`config.mk`:
```
export PLATFORM = sky130hd
export DESIGN_NAME = pixel_index_fetch
export DESIGN_NICKNAME = d
export VERILOG_FILES = /design/src/rtl/video_pkg.sv /design/src/rtl/sprite_hit.sv /design/src/rtl/pixel_index_fetch.sv
export SDC_FILE = /design/constraint.sdc
export NUM_CORES = 1
export LEC_CHECK = 0
export CAP_MARGIN = 20
export CELL_PAD_IN_SITES_DETAIL_PLACEMENT = 1
export CELL_PAD_IN_SITES_GLOBAL_PLACEMENT = 2
export CORE_ASPECT_RATIO = 0.7
export CORE_MARGIN = 8
export CORE_UTILIZATION = 27
export DETAILED_ROUTE_END_ITERATION = 8
export GPL_TIMING_DRIVEN = 0
export PLACE_DENSITY_LB_ADDON = 0.1
export SLEW_MARGIN = 20
export SYNTH_ARGS = -nofsm -noshare
export SYNTH_HDL_FRONTEND = slang
export SYNTH_SLANG_ARGS = --single-unit
```
`constraint.sdc`:
```
create_clock -name Clk -period 2.9 [get_ports Clk]
set_input_delay 0.29 -clock Clk [delete_from_list [all_inputs] [get_ports Clk]]
set_output_delay 0.29 -clock Clk [all_outputs]
set_load 0.01 [all_outputs]
```
`src/rtl/video_pkg.sv`:
```
// Shared video constants and pipeline flag types for the pixel fetch path.
// Latency: none (definitions only).
// Backpressure: none (definitions only).
package video_pkg;

  localparam int SCREEN_W = 640;
  localparam int SCREEN_H = 480;

  localparam int BG_AW  = 17;
  localparam int SPR_AW = 12;

  // Area palette index that lets the forest background show through.
  localparam logic [2:0] TRANSPARENT_IDX = 3'b000;

  // Per-pixel flags that travel alongside the ROM requests.
  typedef struct packed {
    logic vld;
    logic hit;
  } pix_flags_t;

endpackage

```
`src/rtl/sprite_hit.sv`:
```
// Sprite hit test: pixel offset from the sprite corner and in-box decision.
// Latency: combinational, 0 cycles.
// Backpressure: none; evaluates every cycle.
module sprite_hit
  import video_pkg::*;
#(
  parameter int SPR_SIZE = 32
) (
  input  logic        pix_valid,
  input  logic [9:0]  draw_x,
  input  logic [9:0]  draw_y,
  input  logic [9:0]  spr_x,
  input  logic [9:0]  spr_y,
  output logic        hit,
  output logic [10:0] dx,
  output logic [10:0] dy
);

  // 11-bit differences: a borrow sets bit 10, which can never be below
  // SPR_SIZE, so pixels left of / above the sprite never hit. Pixels past
  // the screen edge never arrive, so the sprite is clipped without wrap.
  always_comb begin
    dx  = {1'b0, draw_x} - {1'b0, spr_x};
    dy  = {1'b0, draw_y} - {1'b0, spr_y};
    hit = pix_valid && (dx < 11'(SPR_SIZE)) && (dy < 11'(SPR_SIZE));
  end

endmodule

```
`src/rtl/pixel_index_fetch.sv`:
```
// Background/sprite palette index fetch: ROM addressing, hit, transparency.
// Latency: 3 cycles from DrawX/DrawY to IDX_VALID; ROM addresses 1 cycle.
// Backpressure: none; one pixel accepted every cycle, no stalls.
module pixel_index_fetch
  import video_pkg::*;
#(
  parameter int BG_W     = 320,
  parameter int SPR_SIZE = 32
) (
  input  logic              Clk,
  input  logic              Reset,
  input  logic              pix_valid,
  input  logic [9:0]        DrawX,
  input  logic [9:0]        DrawY,
  input  logic              frame_start,
  input  logic [9:0]        sprite_x_in,
  input  logic [9:0]        sprite_y_in,
  input  logic [1:0]        sprite_frame_in,
  output logic [BG_AW-1:0]  bg_rom_addr,
  input  logic [3:0]        bg_rom_data,
  output logic [SPR_AW-1:0] spr_rom_addr,
  input  logic [2:0]        spr_rom_data,
  output logic              IDX_VALID,
  output logic [3:0]        FOREST_IDX,
  output logic [2:0]        AREA_IDX,
  output logic              SEL_AREA
);

  logic [9:0]  spr_x;
  logic [9:0]  spr_y;
  logic [1:0]  spr_frame;

  logic        hit;
  logic [10:0] dx;
  logic [10:0] dy;

  logic [BG_AW-1:0]  bg_addr_nxt;
  logic [SPR_AW-1:0] spr_addr_nxt;

  pix_flags_t  s0_flags;
  pix_flags_t  s1_flags;

  sprite_hit #(
    .SPR_SIZE (SPR_SIZE)
  ) u_sprite_hit (
    .pix_valid (pix_valid),
    .draw_x    (DrawX),
    .draw_y    (DrawY),
    .spr_x     (spr_x),
    .spr_y     (spr_y),
    .hit       (hit),
    .dx        (dx),
    .dy        (dy)
  );

  // Background texels are 2x2 screen pixels; sprite frames are stacked
  // SPR_SIZE^2 apart in the sprite ROM, row-major inside each frame.
  always_comb begin
    bg_addr_nxt  = BG_AW'(DrawY >> 1) * BG_AW'(BG_W) + BG_AW'(DrawX >> 1);
    spr_addr_nxt = SPR_AW'(spr_frame) * SPR_AW'(SPR_SIZE * SPR_SIZE)
                 + SPR_AW'(dy) * SPR_AW'(SPR_SIZE)
                 + SPR_AW'(dx);
  end

  // Sprite position shadow: only reloaded at vertical blank so a frame is
  // drawn with one consistent position; the load cycle still uses old values.
  always_ff @(posedge Clk) begin
    if (Reset) begin
      spr_x     <= '0;
      spr_y     <= '0;
      spr_frame <= '0;
    end else if (frame_start) begin
      spr_x     <= sprite_x_in;
      spr_y     <= sprite_y_in;
      spr_frame <= sprite_frame_in;
    end
  end

  // S0: register ROM addresses and the pixel flags.
  always_ff @(posedge Clk) begin
    if (Reset) begin
      bg_rom_addr  <= '0;
      spr_rom_addr <= '0;
      s0_flags     <= '0;
    end else begin
      bg_rom_addr  <= bg_addr_nxt;
      spr_rom_addr <= hit ? spr_addr_nxt : '0;
      s0_flags     <= '{vld: pix_valid, hit: hit};
    end
  end

  // S1: flags wait one cycle while the ROMs return data.
  always_ff @(posedge Clk) begin
    if (Reset) begin
      s1_flags <= '0;
    end else begin
      s1_flags <= s0_flags;
    end
  end

  // S2: register indices; invisible pixels drive all-zero outputs.
  always_ff @(posedge Clk) begin
    if (Reset || !s1_flags.vld) begin
      IDX_VALID  <= 1'b0;
      FOREST_IDX <= '0;
      AREA_IDX   <= '0;
      SEL_AREA   <= 1'b0;
    end else begin
      IDX_VALID  <= 1'b1;
      FOREST_IDX <= bg_rom_data;
      AREA_IDX   <= spr_rom_data;
      SEL_AREA   <= s1_flags.hit && (spr_rom_data != TRANSPARENT_IDX);
    end
  end

endmodule

```
; ---- Word level (Yosys, flattened, before mapping)
; Cells that the tools add are included.
[word_totals]
ram_bits = 0
latchBits = 0
n_memories = 0
inputBits = 53
mem_bits_ro = 0
out_inout_bits = 38
ff_bits = 64
wordCells = 30
[classes]
n_reduce_logical = 7
n_bitwise = 1
shift = 0
n_eq_ne = 0
div_mod_pow = 0
n_addsub = 5
mul = 1
n_mux = 1
order_cmp = 2
[ops]
columns = cell, n
row1 = $lt 11x6->1 const B, 2
row2 = $sub 10x10->11, 2
row3 = $add 17x9->17, 1
row4 = $add 12x11->12, 1
row5 = $add 12x12->12, 1
row6 = $mul 9x3->11 const B, 1
row7 = $logic_and 1x1->1, 3
row8 = $reduce_bool 3->1, 1
row9 = $reduce_or 2->1, 1
row10 = $logic_not 1->1, 1
row11 = $logic_or 1x1->1, 1
row12 = $mux 1, 1
row13 = $not 1->1, 1

; ---- Depth between registers and ports, before layout
; Gate-level depths: netlist of run 1.
[depth]
depth_word = 6
mapped_depth = 16
depth_no_buf = 16

; ---- By module
; From an unflattened synthesis of run 1, not the netlist that was laid out.
[unflattened]
cells_unflattened = 395
hier_area_um2 = 3721.1
[by_module_without_submodules]
columns = mod, area_per_inst_um2, seq_area_each_um2, n_inst, cells_per_inst
row1 = pixel_index_fetch, 2813.9, 1281.2, 1, 274
row2 = sprite_hit, 907.1, 0.0, 1, 121

; ---- Least setup slack after synthesis of run 1
; No wires, ideal clock.
[synth_path]
path_type = input port to flip-flop
from = input DrawX[0]
to = register spr_rom_addr[10]
slack_ps = -120
n_path_buf = 0
path_stages = 16
arrival_ps = 2898
setup_ps = 122
path_cell_list = inv_1 > ha_1 > fa_1 > nor2b_4 > o2111ai_1 > nand4b_1 > xnor2_1 > inv_1 > ha_1 > ha_1 > fa_1 > a21oi_1 > nor2_1 > nor2_1 > xor2_1 > nor3_2
[synth_via]
elab_chain_len = 6
[synth_rtl]
columns = element, line_no
row1 = from (decl), pixel_index_fetch.sv:13  ; input logic [9:0] DrawX,
row2 = $sub 10x10->11 (*), sprite_hit.sv:23  ; dx = {1'b0, draw_x} - {1'b0, spr_x};
row3 = $lt 11x6->1, sprite_hit.sv:25  ; hit = pix_valid && (dx < 11'(SPR_SIZE)) && (dy < 11'(SPR_SIZE));
row4 = $logic_and 1x1->1 (2 in a row), sprite_hit.sv:25
row5 = $not 1->1 (no line), n/a
row6 = $reduce_or 2->1 (no line), n/a
row7 = to (signal assigned), pixel_index_fetch.sv:87  ; spr_rom_addr <= hit ? spr_addr_nxt : '0;
row8 = to (decl), pixel_index_fetch.sv:21  ; output logic [SPR_AW-1:0] spr_rom_addr,
; Every way passes the cells marked *; elsewhere a longest branch is shown, timed or not.
; A chain may end at the register's enable or synchronous reset.

; ---- Worst setup path in the final report of run 1
[layout_path]
from = register spr_x[0]
to = register spr_rom_addr[11]
[layout_via]
elab_chain_len = 6
[layout_rtl]
columns = element, line_no
row1 = from (decl), pixel_index_fetch.sv:29  ; logic [9:0] spr_x;
row2 = from (signal assigned), pixel_index_fetch.sv:73  ; spr_x <= sprite_x_in;
row3 = $sub 10x10->11 (*), sprite_hit.sv:23
row4 = $lt 11x6->1, sprite_hit.sv:25
row5 = $logic_and 1x1->1 (2 in a row), sprite_hit.sv:25
row6 = $not 1->1 (no line), n/a
row7 = $reduce_or 2->1 (no line), n/a
; Marks and branches as above.

==> results.txt, run 1 <==
synth warn -> 0
CP cell instances -> ha_4 > fa_2 > nor2b_4 > o2111ai_2 > nand4b_1 > o31a_1 > a21o_1 > a21o_1 > fa_2 > inv_2 > ha_4 > a21oi_2 > xnor2_1 > nor3_2
Reg2Reg Capture Point -> spr_rom_addr[11]
global route total overflow -> 0
Die W -> 157 um
# IOs -> 91
Hold Fails Final Rpt -> 0
IO Port Bufs -> 88
final worst setup slack -> -0.151 ns
worst min path class -> primary input to register
final instance area -> 5680 um^2
initial antenna violation count -> 0
Synth cell types -> 48
Clock Sinks -> 64
fin. max-slew vios -> 0
RR Startpoint -> spr_x[0]
r2r worst-path depth -> 14
dominant cell type by area after synthesis -> dfxtp_1
Post-DP Area -> 4900 um^2
H-tree Lvls -> 3
skew final -> 0.0111 ns
async set-or-reset flop fraction in the synthesized netlist -> 0%
setup TNS -> -0.388 ns
synth top area cells -> dfxtp_1 (34%), ha_1 (16%), mux2i_1 (6.4%), xnor2_1 (4.7%), nor2_1 (4.1%)
mean post-synth cell area -> 9.52 um^2
fmax -> 0.328 GHz
drt pass-1 iters -> 4
CP max stage cell -> fa_2
EDFF count, synth -> 0
first-pass GRT wire length -> 18.0 mm
GP Congestion -> 0.720
Worst EP arrival -> 3.26 ns
# fillers -> 1551
total die area -> 17900 um^2
hold buffers post-CTS -> 0
Final setup viols -> 3
TritonCTS Buffers -> 9
Final #Nets -> 614
wire per inst -> 15.9 um
via count -> 3114
Die Y -> 114 um
RSZ-0062 raised after global routing -> true
starting density of the core -> 27.3%
Power, Total -> 3.35 mW
Clk pin slew, worst setup/hold paths -> 0.06 ns
failing checks -> setup timing
CTS tree -> built
vias in the first global route -> 3409
final hold slack -> 0.271 ns
placed wire-length estimate -> 8.76 mm
pwr dens -> 590 nW/um^2
worst-skew pair later-pin latency -> 0.34 ns
Initial DRC Count -> 57
R2R Setup Slk -> -0.15 ns
WL final -> 11.2 mm
Hold Path End -> s1_flags[0]
Synth Flop Type -> dfxtp_1
Tmin final -> 3.05 ns
worst vdd ir -> 322 uV
transition time of the tightest slew-check pin -> 0.981 ns
clock tree buffer depth -> 2
DR vias/cell -> 4.43
Syn Std Cell Area -> 3730 um^2
P&R area growth vs syn -> 52.2%
largest net degree at the start of global routing -> 14
GRT Total Usage -> 13.0%
Max Cap Viol -> 0
Core ar. -> 13700 um^2
leakage -> 2.33 nW
WP data required -> 3.11 ns
share of cells above drive strength 1 -> 18.3%
post-synthesis net count -> 498
Post-route DRC -> 0
Seq cells post-synth -> 64
critical path peak fanout -> 3
hold path start -> Reset
root buf cell -> clkbuf_16
# rows -> 36
Final ANT Viol Nets -> 0
Seq/Total Area, Yosys -> 34.3%
Worst Setup End Kind -> register
Antenna Diode Count -> 0
critical path class -> register to register
status -> finished with violations
Max stage delay on crit path -> 0.55 ns
hold path cells -> 2
Max-slew headroom -> 34.6%
Post-Synthesis Cells -> 392
CP Launch Type -> register
Tcrit/Tclk final -> 105%
top cell type's share of synthesized area -> 34.3%
## registers in the layout (all words and copies together) (netlist names)
signal / count
bg_rom_addr: 17
s0_flags: 2
spr_x: 10
spr_rom_addr: 12
FOREST_IDX: 4
SEL_AREA: 1
AREA_IDX: 3
IDX_VALID: 1
spr_frame: 2
spr_y: 10
s1_flags: 2
## metrics by stage
stage | util, % | worst slack [ns] | cells
3_3_place_gp | 35.8 | -0.937 | 670
3_5_place_dp | 35.8 | -0.962 | 670
4_1_cts | 40.0 | -0.156 | 697
5_1_grt | 41.5 | -0.331 | 703
6_report | 41.5 | -0.151 | 703
2_1_floorplan | - | -0.0447 | 392
## worst max-delay path: cells and delay by family, from the launching register on
family / cells / cell delay (ns)
adder cells (fa/ha/maj): 4 / 1.16
AO/OA/AOI/OAI: 5 / 0.98
flip-flops: 1 / 0.35
AND/OR/NAND/NOR: 3 / 0.25
XOR/XNOR: 1 / 0.14
buffers and inverters: 1 / 0.04
## area by class of cell
type | count | area, um^2 | share of cell area [%]
Sequential cell | 64 | 1280 | 22.6
Tap cell | 190 | 238 | 4.18
Buffer | 11 | 58.8 | 1.03
Multi-Input combinational cell | 280 | 2610 | 45.8
Inverter | 37 | 139 | 2.44
Clock inverter | 7 | 103 | 1.81
Clock buffer | 9 | 225 | 3.96
Timing Repair Buffer | 105 | 1030 | 18.1
## power by group
group	internal, mW	switching (mW)
registers	0.929	0.0165
clock network	0.763	0.447
logic	0.625	0.572
total	2.32	1.04
## layer usage
metal  vias to the layer above  share of wire [%]  routed length [um]  GRT usage [%]
met3                         8                5.1                 568           4.15
met4                         0               0.81                  90           3.45
met2                        52                 44                4930           20.0
met1                      1483                 50                5570           17.0
met5                         -                  0                   0              0
li1                       1571                  -                   -              -
## worst max path at each step
stage / from / end / slack, ns / cells after the start
floorplan: spr_x[0] / spr_rom_addr[11] / -0.04 / 14
global placement: DrawX[0] / spr_rom_addr[11] / -0.94 / 16
detailed placement: DrawX[1] / spr_rom_addr[11] / -0.96 / 14
CTS: spr_x[0] / spr_rom_addr[10] / -0.16 / 16
global route: spr_x[0] / spr_rom_addr[11] / -0.33 / 14
finish: spr_x[0] / spr_rom_addr[11] / -0.15 / 14
## logic make-up (layout without fill, tap and decap cells)
family | count (synthesis) | count (layout) | share of synthesized area (%)
xor+xnor | 29 | 29 | 7.17
simple gates | 110 | 110 | 16.7
fa+ha+maj | 53 | 53 | 19.0
flops | 64 | 64 | 34.3
compound gates | 64 | 64 | 11.3
mux | 24 | 24 | 6.43
buf+inv | 48 | 169 | 5.06
## synthesized netlist by cell type (2+ instances only)
cell / count
nor3_1: 2
a21oi_1: 17
nor3_2: 8
xnor2_1: 20
clkbuf_1: 8
inv_1: 37
nand2_1: 8
and2_1: 7
o31a_1: 2
nor3b_1: 3
fa_1: 6
mux2i_1: 24
nand4b_1: 3
a211oi_1: 3
nor2b_1: 19
nand3_1: 4
o2111ai_1: 2
o21a_1: 3
o21ai_0: 15
xor2_1: 8
nand2b_1: 7
nor2_1: 41
or3_1: 2
a21o_1: 8
ha_1: 47
dfxtp_1: 64
o21bai_1: 3
## placed cells by master (no fill, tap or decap), drive strengths merged, types with 4 or more instances in the layout
cell type / Yosys / routed
clkdlybuf4s50: 0 / 82
dfxtp: 64 / 64
ha: 47 / 47
nor2: 41 / 41
inv: 37 / 40
mux2i: 24 / 24
nor2b: 20 / 20
xnor2: 20 / 20
buf: 3 / 20
a21oi: 18 / 18
clkbuf: 8 / 17
o21ai: 16 / 16
nor3: 10 / 10
nand2: 8 / 8
a21o: 8 / 8
xor2: 8 / 8
nand2b: 7 / 7
and2: 7 / 7
fa: 6 / 6
nand3: 4 / 4
a211oi: 4 / 4
nor3b: 4 / 4
## repair_timing
action / in CTS / in global routing
endpoints found under the setup margin: 9 / 13
buffers inserted: 11 / 7
pin swaps: 29 / 13
endpoints found under the hold margin: 0 / 0
gates resized for setup: 32 / 28
No activity file was read; power rests on OpenSTA's default activity.
==> run 2: changes to the inputs <==
Settings changed: CORE_UTILIZATION 27 to 30.
Clock period 2.9 ns to 3.4 ns, I/O delays scaled along.
==> results.txt, run 2 (same netlist as run 1, synthesis figures left out) <==
status -> complete, no violations
largest net degree at the start of global routing -> 13 (-1)
Tcrit/Tclk final -> 96.3%
first-pass GRT wire length -> 16.9 mm (-6.2%)
RSZ-0062 raised after global routing -> true
skew final -> 0.00717 ns (-0.00391 ns)
pwr dens -> 501 nW/um^2 (-15%)
Regs by FF count -> bg_rom_addr: 17 flops, spr_rom_addr: 12 flops
part of the power in registers -> 30.3% (+2.1 points)
total die area -> 16300 um^2 (-8.8%)
hold buffers post-CTS -> 0 (unchanged)
root buf cell -> clkbuf_16
vias in the first global route -> 3203 (-6.0%)
placed wire-length estimate -> 8.52 mm (-2.8%)
P&R area growth vs syn -> 42.4%
WP data required -> 3.61 ns (+0.50 ns)
Pint -> 1.87 mW (-19%)
via count -> 3012 (-3.3%)
Clk pwr share -> 37.7% (+1.6 points)
Die Y -> 109 um (-4.4%)
NetSw -> 0.796 mW (-23%)
GRT Total Usage -> 13.4% (+0.42 points)
transition time of the tightest slew-check pin -> 0.923 ns (-0.0585 ns)
Post-DP Area -> 4820 um^2 (-1.7%)
Tmin final -> 3.27 ns
# rows -> 34 (-5.6%)
# IOs -> 91 (unchanged)
Final #Nets -> 608 (-0.98%)
critical path peak fanout -> 4 (+1)
Reg2Reg Capture Point -> spr_rom_addr[11]
DR vias/cell -> 4.50 (+1.6%)
final worst setup slack -> 0.125 ns (+0.277 ns)
worst-skew pair later-pin latency -> 0.33 ns (about the same)
Final ANT Viol Nets -> 0 (unchanged)
# fillers -> 1373 (-11%)
wire per inst -> 15.9 um (+0.12%)
fin. max-slew vios -> 0 (unchanged)
Antenna Diode Count -> 0 (unchanged)
share of cells above drive strength 1 -> 11.8% (-6.5 points)
Most flops, register -> bg_rom_addr
Clock Sinks -> 64 (unchanged)
worst vdd ir -> 227 uV (-29%)
CP Launch Type -> primary input
clock tree buffer depth -> 2 (unchanged)
CP startpoint -> DrawX[2]
Core ar. -> 12300 um^2 (-10%)
commonest non-fill, non-tap cell in the layout -> clkdlybuf4s50_1
Clk pin slew, worst setup/hold paths -> 0.06 ns (about the same)
drt pass-1 iters -> 4 (unchanged)
worst min path class -> primary input to register
Max-slew headroom -> 38.5% (+3.9 points)
starting density of the core -> 30.4% (+3.1 points)
Place WS -> -0.621 ns (+0.340 ns)
IO Port Bufs -> 88 (unchanged)
max reg flops -> 17 (unchanged)
R2R Setup Slk -> 0.21 ns (+0.36 ns)
Final setup viols -> 0 (-3)
post-layout util -> 43.2% (+1.7 points)
Hold Fails Final Rpt -> 0 (unchanged)
WL final -> 10.6 mm (-4.7%)
Finished Layout Cells -> 669 (-4.8%)
Initial DRC Count -> 101 (+77%)
GP Congestion -> 0.784 (+9.0%)
dpl cells -> 642 (-4.2%)
r2r worst-path depth -> 14 (unchanged)
CTS tree -> built
Post-route DRC -> 0 (unchanged)
H-tree Lvls -> 3 (unchanged)
Worst EP arrival -> 3.49 ns (+0.23 ns)
RR Startpoint -> spr_x[2]
CP Capture Point -> spr_rom_addr[11]
TritonCTS Buffers -> 9 (unchanged)
Die W -> 149 um (-4.6%)
Worst Setup End Kind -> register
Max Cap Viol -> 0 (unchanged)
initial antenna violation count -> 0 (unchanged)
final instance area -> 5320 um^2 (-6.5%)
Sw Ratio -> 29.9% (-0.99 points)
critical path class -> primary input to register
Logic pwr share -> 32.0% (-3.7 points)
fmax -> 0.305 GHz
global route total overflow -> 0 (unchanged)
leakage -> 2.23 nW (-4.5%)
commonest cells after routing, fill and taps aside -> clkdlybuf4s50_1 (87), dfxtp_1 (64), ha_1 (43), nor2_1 (41), inv_1 (36)
-- run 2: cell types whose count changed in the layout (fill, tap and decap cells not counted), sizes merged --
cell | previous run | this run
buf | 20 | 14
clkdlybuf4s50 | 82 | 87
clkinv | 1 | 5
dlygate4sd2 | 3 | 0
inv | 40 | 37
dlymetal6s2s | 3 | 1
clkinvlp | 1 | 0
-- run 2: how the worst min path moves through the flow --
stage                startpoint          end  slack, ns  depth (start not counted)
floorplan           s0_flags[0]  s1_flags[0]       0.41                          1
global placement    s0_flags[1]  s1_flags[1]       0.42                          1
detailed placement  s0_flags[0]  s1_flags[0]       0.43                          1
CTS                       Reset  s1_flags[0]       0.30                          2
global route              Reset  s1_flags[0]       0.32                          2
finish                    Reset  s1_flags[0]       0.31                          2
-- run 2: timing repair --
item | in CTS | in global routing
setup endpoints to repair | 3 | 3
gates resized for setup | 12 | 6
pin swaps | 17 | 17
setup buffers | 6 | 5
cloned | 0 | 0
-- run 2: critical path: stages --
cell	delay, ns
clkdlybuf4s50_1	0.42
ha_1	0.35
nor2b_4	0.15
o2111ai_2	0.17
nand4b_1	0.14
o31a_1	0.32
a21o_1	0.20
a21o_1	0.22
fa_2	0.59
inv_2	0.04
ha_4	0.23
a21oi_2	0.13
xnor2_1	0.14
nor3_2	0.05
-- run 2: routing by layer --
| metal | global-route usage, % | part of all wire (%) | vias to the layer above |
|---|---|---|---|
| met5 | 0 | 0 | - |
| li1 | - | - | 1552 |
| met2 | 20.7 | 43 | 51 |
| met1 | 18.0 | 52 | 1400 |
| met3 | 3.91 | 4.2 | 9 |
| met4 | 3.45 | 0.80 | 0 |
-- run 2: per-stage QoR --
stage / power (mW) / setup TNS [ns] / hold slack (ns)
6_report: 2.66 / 0 / 0.310
2_1_floorplan: 1.32 / 0 / 0.414
3_3_place_gp: 1.56 / -1.56 / 0.424
4_1_cts: 2.68 / 0 / 0.297
5_1_grt: 2.83 / -0.0493 / 0.322
3_5_place_dp: 1.57 / -1.87 / 0.428
-- run 2: cell type report --
| class | count | area, um^2 | area share [%] |
|---|---|---|---|
| tap | 162 | 203 | 3.81 |
| sequential | 64 | 1280 | 24.1 |
| clock inverter | 7 | 96.3 | 1.81 |
| clock buffer | 9 | 225 | 4.24 |
| timing repair buffer | 99 | 966 | 18.2 |
| inverter | 37 | 139 | 2.61 |
| multi-input combinational | 280 | 2360 | 44.3 |
| buffer | 11 | 50.0 | 0.941 |
-- run 2: power by group through the flow --
stage                     combinational, mW  clock, mW  sequential (mW)
final                                 0.851       1.00            0.807
after global routing                  0.945       1.07            0.812
after CTS                             0.833       1.04            0.808
after detailed placement              0.750          0            0.823
after global placement                0.735          0            0.821
after floorplan                       0.489          0            0.834
==> run 3: changes to the inputs <==
Settings changed: SLEW_MARGIN 20 to unset.
==> results of run 3 <==
No change in the layout: final DEF, timing and power equal those of run 2.
